==> config.mk <==
export PLATFORM = sky130hd
export DESIGN_NAME = mem_access_unit
export DESIGN_NICKNAME = d
export VERILOG_FILES = /design/src/rtl/mem_access_unit.sv
export SDC_FILE = /design/constraint.sdc
export NUM_CORES = 1
export LEC_CHECK = 0
export CAP_MARGIN = 20
export CORE_ASPECT_RATIO = 0.8
export CORE_MARGIN = 1
export CORE_UTILIZATION = 45
export CTS_CLUSTER_DIAMETER = 100
export DETAILED_ROUTE_END_ITERATION = 6
export GPL_TIMING_DRIVEN = 0
export PLACE_DENSITY_LB_ADDON = 0.1
export SETUP_SLACK_MARGIN = 0.15
export SKIP_LAST_GASP = 1
export SLEW_MARGIN = 20
export SYNTH_ARGS = -nofsm -noshare
export SYNTH_HDL_FRONTEND = slang
export SYNTH_SLANG_ARGS = --single-unit
export TNS_END_PERCENT = 50
==> constraint.sdc <==
create_clock -name clk -period 7.25 [get_ports clk]
set_clock_uncertainty 0.1 [all_clocks]
set_input_delay 1.0875 -clock clk [delete_from_list [all_inputs] [get_ports clk]]
set_output_delay 1.0875 -clock clk [all_outputs]
set_load 0.01 [all_outputs]
==> src/rtl/mem_access_unit.sv <==
`default_nettype none
// ============================================================================
// Module  : mem_access_unit
// Brief   : Load/store stage with a req/ack data bus. Build option
//           MEM_MISALIGN_TRAP_EN traps misaligned accesses instead of
//           silently dropping the low address bits.
// Rev     : 1.0  initial release
// ============================================================================
module mem_access_unit #(
  parameter int D_WIDTH = 32
) (
  input  logic               clk,
  input  logic               rst,
  input  logic               mem_read_i,
  input  logic               mem_write_i,
  input  logic [2:0]         funct3_i,
  input  logic [D_WIDTH-1:0] alu_result_i,
  input  logic [D_WIDTH-1:0] write_data_i,
  output logic               stall_o,
  output logic [D_WIDTH-1:0] read_data_o,
  output logic               result_valid_o,
  output logic               misalign_err_o,
  output logic               dbus_req_o,
  output logic               dbus_we_o,
  output logic [D_WIDTH-1:0] dbus_addr_o,
  output logic [D_WIDTH-1:0] dbus_wdata_o,
  output logic [3:0]         dbus_be_o,
  input  logic               dbus_ack_i,
  input  logic [D_WIDTH-1:0] dbus_rdata_i
);

  typedef enum logic [1:0] {
    S_IDLE = 2'd0,
    S_BUSY = 2'd1,
    S_DONE = 2'd2
  } state_t;

  state_t             state_q;
  logic [1:0]         off_q;
  logic [2:0]         f3_q;
  logic               req_q;
  logic               we_q;
  logic [D_WIDTH-1:0] addr_q;
  logic [D_WIDTH-1:0] wdata_q;
  logic [3:0]         be_q;
  logic [D_WIDTH-1:0] read_data_q;
  logic               result_valid_q;
  logic               misalign_q;

  logic               w_req;
  logic               w_trap;
  logic [3:0]         be_d;
  logic [D_WIDTH-1:0] wdata_d;
  logic [D_WIDTH-1:0] load_d;
  logic [7:0]         w_byte;
  logic [15:0]        w_half;

  assign w_req   = mem_read_i | mem_write_i;
  assign stall_o = ~rst & (((state_q == S_IDLE) & w_req) | (state_q == S_BUSY));

  // Size decode on funct3[1:0] is shared by loads and stores: 00 byte, 01 half, else word.
  always_comb begin
    be_d    = 4'b1111;
    wdata_d = write_data_i;
    case (funct3_i[1:0])
      2'b00: begin
        be_d    = 4'b0001 << alu_result_i[1:0];
        wdata_d = {4{write_data_i[7:0]}};
      end
      2'b01: begin
        be_d    = alu_result_i[1] ? 4'b1100 : 4'b0011;
        wdata_d = {2{write_data_i[15:0]}};
      end
      default: ;
    endcase
  end

`ifdef MEM_MISALIGN_TRAP_EN
  assign w_trap = (funct3_i[1:0] == 2'b01) ? alu_result_i[0]
                : ((funct3_i[1:0] != 2'b00) && (alu_result_i[1:0] != 2'b00));
`else
  assign w_trap = 1'b0;
`endif

  always_comb begin
    w_byte = dbus_rdata_i[{off_q, 3'b000} +: 8];
    w_half = off_q[1] ? dbus_rdata_i[31:16] : dbus_rdata_i[15:0];
    load_d = dbus_rdata_i;
    case (f3_q[1:0])
      2'b00:   load_d = {{(D_WIDTH-8){w_byte[7] & ~f3_q[2]}}, w_byte};
      2'b01:   load_d = {{(D_WIDTH-16){w_half[15] & ~f3_q[2]}}, w_half};
      default: ;
    endcase
  end

  always_ff @(posedge clk or posedge rst) begin
    if (rst) begin
      state_q        <= S_IDLE;
      off_q          <= 2'b00;
      f3_q           <= 3'b000;
      req_q          <= 1'b0;
      we_q           <= 1'b0;
      addr_q         <= '0;
      wdata_q        <= '0;
      be_q           <= 4'b0000;
      read_data_q    <= '0;
      result_valid_q <= 1'b0;
      misalign_q     <= 1'b0;
    end else begin
      result_valid_q <= 1'b0;
      misalign_q     <= 1'b0;
      case (state_q)
        S_IDLE: begin
          if (w_req) begin
            off_q <= alu_result_i[1:0];
            f3_q  <= funct3_i;
            if (w_trap) begin
              state_q        <= S_DONE;
              result_valid_q <= 1'b1;
              misalign_q     <= 1'b1;
              read_data_q    <= '0;
            end else begin
              state_q <= S_BUSY;
              req_q   <= 1'b1;
              we_q    <= mem_write_i;
              addr_q  <= {alu_result_i[D_WIDTH-1:2], 2'b00};
              wdata_q <= wdata_d;
              be_q    <= be_d;
            end
          end
        end
        S_BUSY: begin
          if (dbus_ack_i) begin
            state_q        <= S_DONE;
            req_q          <= 1'b0;
            be_q           <= 4'b0000;
            result_valid_q <= 1'b1;
            if (!we_q) begin
              read_data_q <= load_d;
            end
          end
        end
        S_DONE:  state_q <= S_IDLE;
        default: state_q <= S_IDLE;
      endcase
    end
  end

  assign read_data_o    = read_data_q;
  assign result_valid_o = result_valid_q;
  assign misalign_err_o = misalign_q;
  assign dbus_req_o     = req_q;
  assign dbus_we_o      = we_q;
  assign dbus_addr_o    = addr_q;
  assign dbus_wdata_o   = wdata_q;
  assign dbus_be_o      = be_q;

endmodule
`default_nettype wire

==> results.tsv, run 1 <==
metric	value	unit
dp_hpwl	11.1	mm
ant_nets	0	
power_density	407	nW/µm²
cp_common_cell	clkdlybuf4s50_1	
postCtsHoldBufs	0	
place_area	7110	µm²
syn_to_final_growth	52.8	%
dr.pass1.iters	5	
fin_cells	887	
fin_crit_sh	61.4	%
num_antenna_cells	0	
clk_pin_slew_worst_paths	0.07	ns
dp_cells	871	
vias	4583	
tns	0	ns
max_stage_delay	0.48	ns
cts_tree	built	
grt_overflow	0	
synth.area.top_cells	dfrtp_1 (56%), nand2_1 (14%), mux2i_1 (5.0%)	
critPathArrivalTime	3.26	ns
coreArea	10400	µm²
max_freq	0.225	GHz
ioPinCount	209	
r2r-start	state_q[1]	
drt-initial-drc-count	246	
grt_pass1_vias	4501	
nFillCells	823	
post-route-util	71.5	%
maxSlewViolCount	0	
syn_avg_cell_area	9.26	µm²
insertion_delay	0.34	ns
track_usage	27.0	%
cts_setup_buffers	0	
crit_type	in -> out	
min_from	dbus_addr_o[21]	
hold_viol	0	
initial_utilization	46.8	%
cts_root_buf	clkbuf_16	
grt_first_pass_wirelength	23.2	mm
worstPathRequired	6.06	ns
synth_top_area_share	55.7	%
syn_inst	524	
period_minus_slack	4.45	ns
ys_ff_latch	108	
dieWidth	118	µm
total_power	3.02	mW
cts_max_level	3	
clockBufferDepth	2	
synth_area	4850	µm²
path_max_fanout	10	
critPathLaunchType	input port	
final_nets	846	
critical_path.cell_chain	clkdlybuf4s50_1, o21ai_1, clkbuf_1, buf_2, a21oi_1, clkdlybuf4s50_1	
setup_viol	0	
cts_num_sinks	108	
routedWlPerCell	16.3	µm
layout_commonest_cell	clkdlybuf4s50_1	
postLayoutCellArea	7410	µm²
cp-end-kind	output pin	
worst_slew_pin_slew	0.723	ns
wl	14.5	mm
vdd_drop_max	0.243	mV
hp-class	reg -> reg	
rsz0062_at_grt	no	
portBuffers	204	
place.gp.congestion	0.916	
slew-limit-headroom	51.7	%
grt_max_degree	79	
critPathLaunch	mem_write_i	
dieArea	11200	µm²
final_cell_mix	clkdlybuf4s50_1 (204), nand2_1 (183), dfrtp_1 (108), nor2_1 (32), nand3_1 (32)	
routed_via_density	5.17	
cp_slowest_cell	clkdlybuf4s50_1	
synth.distinct_cells	33	
yosysSeqAreaShare	55.7	%
drive_gt1_share	6.29	%
status	finished, final reports clean	
drv_cap	0	
drcViolationCount	0	
cts_buffers	9	
cts_resized	0	
power_leakage	3.35	nW
rows	33	
antenna_found_initial	0	
yosysTopAreaCell	dfrtp_1	
die_h	94.9	µm
yosysWarnings	0	
[Yosys cell counts (all sizes together)]
master,number
a211oi,9
a21oi,10
a221o,8
a22o,2
a32o,1
a32oi,7
buf,20
clkbuf,18
conb,1
dfrtp,108
inv,6
mux2,8
mux2i,24
mux4,1
nand2,183
nand2b,4
nand3,32
nand3b,1
nand4bb,1
nor2,33
nor2b,1
nor3,2
nor3b,9
o211ai,2
o21a,1
o21ai,30
o2bb2ai,2
[state kept, by name (all words and copies together), names as in the netlist]
| name | cells |
|---|---|
| dbus_req_o | 1 |
| state_q | 2 |
| read_data_o | 32 |
| result_valid_o | 1 |
| dbus_addr_o | 30 |
| dbus_be_o | 4 |
| dbus_we_o | 1 |
| dbus_wdata_o | 32 |
| off_q | 2 |
| f3_q | 3 |
[report_power, final]
| group | switching [mW] | internal [mW] | total (mW) |
|---|---|---|---|
| Sequential | 0.168 | 0.889 | 1.06 |
| Combinational | 0.713 | 0.748 | 1.46 |
| Clock | 0.219 | 0.279 | 0.498 |
[path summary, 6_finish.rpt]
kind,end,slack (ns),cells past startpoint
max,stall_o,2.80,6
min,dbus_addr_o[21],0.37,2
max reg2reg,read_data_o[19],5.40,5
min reg2reg,dbus_addr_o[21],0.37,2
max in group asynchronous,dbus_wdata_o[27],5.36,3
min in group asynchronous,dbus_addr_o[19],1.02,2
[stage by stage]
stage          setup slack, ns  hold WS [ns]
4_1_cts                   2.77         0.380
2_1_floorplan             3.22         0.370
3_5_place_dp              2.77         0.363
3_3_place_gp              1.61         0.357
6_report                  2.80         0.374
5_1_grt                   2.68         0.397
[layout make-up]
class | instances | area [µm²] | area share, %
Buffer | 38 | 173 | 2.33
Clock buffer | 11 | 243 | 3.28
Clock inverter | 5 | 60.1 | 0.811
Inverter | 6 | 27.5 | 0.371
Multi-Input combinational cell | 374 | 1960 | 26.4
Sequential cell | 108 | 2700 | 36.5
Tap cell | 140 | 175 | 2.36
Timing Repair Buffer | 205 | 2070 | 27.9
[worst max-delay path, delay by kind of cell]
family                 cells  cell delay, ns
AO/OA/AOI/OAI              2            0.56
buffers and inverters      4            1.61
[layer usage]
metal  vias up  GRT usage, %  part of all wire, %
met2       186          43.1                   47
met5         -             0                    0
met3        24          8.09                  8.0
met4         0          7.80                  1.7
li1       2180             -                    -
met1      2193          35.7                   44
[logic make-up (layout without fill, tap and decap cells)]
kind of cell / after synthesis / in the layout / share of synthesized area (%)
multiplexers: 33 / 33 / 7.28
AND/OR/NAND/NOR: 266 / 266 / 22.7
flip-flops: 108 / 108 / 55.7
AO/OA/AOI/OAI: 72 / 72 / 10.2
buffers and inverters: 44 / 265 / 4.02
other: 1 / 3 / 0.0773
Power figures use the tool's default switching activity.
==> run 2: changes to the inputs <==
- CORE_UTILIZATION: 45 -> 38
- clock period: 7.25 -> 3.85 ns (I/O delays scaled with it)
==> run 2 against run 1 <==
Critical path depth is the same. Highest routed layer unchanged. First-iteration DRC count shrank 26%. Cell count grew 3.5%. Final area grew 0.89%. Flip-flop and latch count is the same. Worst hold slack gained 0.0026 ns. Register-to-register slack lost 3.4 ns. Combinational power grew 89%. Critical endpoint unchanged. Die area grew 18%. Largest cell class unchanged.
==> results.tsv, run 2 (synthesis results as in run 1) <==
metric	value	unit
syn_to_final_growth	54.2	%
status	finished, final reports clean	
rsz0062_at_grt	no	
cts_resized	0	
grt_pass1_vias	4452	
tns	0	ns
grt_first_pass_wirelength	23.5	mm
dieWidth	128	µm
wl	15.0	mm
nFillCells	1088	
p_int	3.68	mW
num_antenna_cells	0	
drcViolationCount	0	
worstPathRequired	3.17	ns
critPathLaunchType	input port	
ioPinCount	209	
slew-limit-headroom	42.6	%
vdd_drop_max	0.361	mV
maxSlewViolCount	0	
power_leakage	3.36	nW
pwr-share-seq	34.5	%
clk_pin_slew_worst_paths	0.08	ns
p_sw	2.11	mW
crit_type	in -> out	
routed_via_density	4.91	
dp_hpwl	11.4	mm
hold_viol	0	
grt_max_degree	59	
vias	4510	
setup_viol	0	
antenna_found_initial	0	
portBuffers	204	
initial_utilization	39.4	%
cts_buffers	9	
period_minus_slack	3.45	ns
post-route-util	60.8	%
cts_root_buf	clkbuf_16	
worst_slew_pin_slew	0.859	ns
max_freq	0.290	GHz
coreArea	12300	µm²
place.gp.congestion	0.844	
drt-initial-drc-count	182	
clockBufferDepth	2	
dr.pass1.iters	4	
cts_tree	built	
insertion_delay	0.34	ns
track_usage	23.2	%
ant_nets	0	
critPathArrivalTime	2.77	ns
path_max_fanout	10	
layout_commonest_cell	clkdlybuf4s50_1	
p_clk_share	17.8	%
drive_gt1_share	6.43	%
holdWs	0.377	ns
die_h	103	µm
cts_max_level	3	
cp-end-kind	output pin	
drv_cap	0	
fin_crit_sh	89.6	%
postCtsHoldBufs	0	
final_nets	846	
dieArea	13200	µm²
routedWlPerCell	16.3	µm
cts_setup_buffers	0	
rows	36	
sw_frac_of_total	36.4	%
power_density	774	nW/µm²
pwr-share-comb	47.7	%
grt_overflow	0	
cts_num_sinks	108	
final_cell_mix	clkdlybuf4s50_1 (204), nand2_1 (183), dfrtp_1 (108), nor2_1 (32), nand3_1 (32)	
hp-class	reg -> reg	
==> run 2: cell types whose count changed in the layout (fill, tap and decap cells not counted), sizes merged <==
cell      before  now
clkbuf        29   28
clkinvlp       1    0
clkinv         2    1
inv            7    9
bufinv         1    2
==> run 2: worst paths after layout <==
path | from | endpoint | slack, ns | cells after the start
worst min-delay path | dbus_addr_o[31] | dbus_addr_o[31] | 0.38 | 2
worst max-delay path | mem_write_i | stall_o | 0.40 | 6
worst min register to register | dbus_addr_o[31] | dbus_addr_o[31] | 0.38 | 2
worst max register to register | state_q[0] | dbus_wdata_o[5] | 2.00 | 6
max in group asynchronous | rst | read_data_o[31] | 2.40 | 3
min in group asynchronous | rst | dbus_addr_o[13] | 0.60 | 2
==> run 2: critical path, stage by stage <==
cell and delay (ns):
clkdlybuf4s50_1 0.44, o21ai_1 0.46, clkbuf_1 0.40, buf_2 0.30, a21oi_1 0.10, clkdlybuf4s50_1 0.50
==> run 2: metal layers <==
layer | global-route usage [%] | share of wire (%) | up-vias
met5 | 0 | 0 | -
met4 | 6.24 | 0.87 | 0
met3 | 7.32 | 8.4 | 10
met2 | 35.1 | 45 | 154
met1 | 32.3 | 46 | 2167
li1 | - | - | 2179
==> run 2: power groups by stage <==
stage / logic, mW / clock network [mW] / registers, mW
2_1_floorplan: 1.06 / 0 / 2.21
3_3_place_gp: 2.72 / 0 / 1.99
3_5_place_dp: 2.77 / 0 / 2.02
4_1_cts: 2.78 / 1.05 / 2.00
5_1_grt: 3.04 / 1.09 / 2.07
6_report: 2.76 / 1.03 / 2.00
==> run 2: final cells by class <==
class                           count  area, µm²  share of cell area, %
Multi-Input combinational cell    374       1960                   26.2
Clock inverter                      6       91.3                   1.22
Buffer                             38        173                   2.31
Sequential cell                   108       2700                   36.2
Clock buffer                       10        239                   3.20
Timing Repair Buffer              205       2070                   27.7
Tap cell                          171        214                   2.86
Inverter                            6       27.5                  0.368
==> run 2: stage by stage <==
stage / setup WS (ns) / instances / area, µm² / power (mW)
6_report: 0.400 / 918 / 7480 / 5.78
5_1_grt: 0.271 / 918 / 7480 / 6.20
4_1_cts: 0.383 / 918 / 7480 / 5.84
3_5_place_dp: 0.396 / 902 / 7150 / 4.79
3_3_place_gp: -1.35 / 901 / 7110 / 4.71
2_1_floorplan: 0.327 / 526 / 4860 / 3.27
==> run 3: changes to the inputs <==
- CTS_CLUSTER_SIZE: default -> 40
==> results of run 3 <==
Final layout, timing and power as in run 2 (identical DEF).
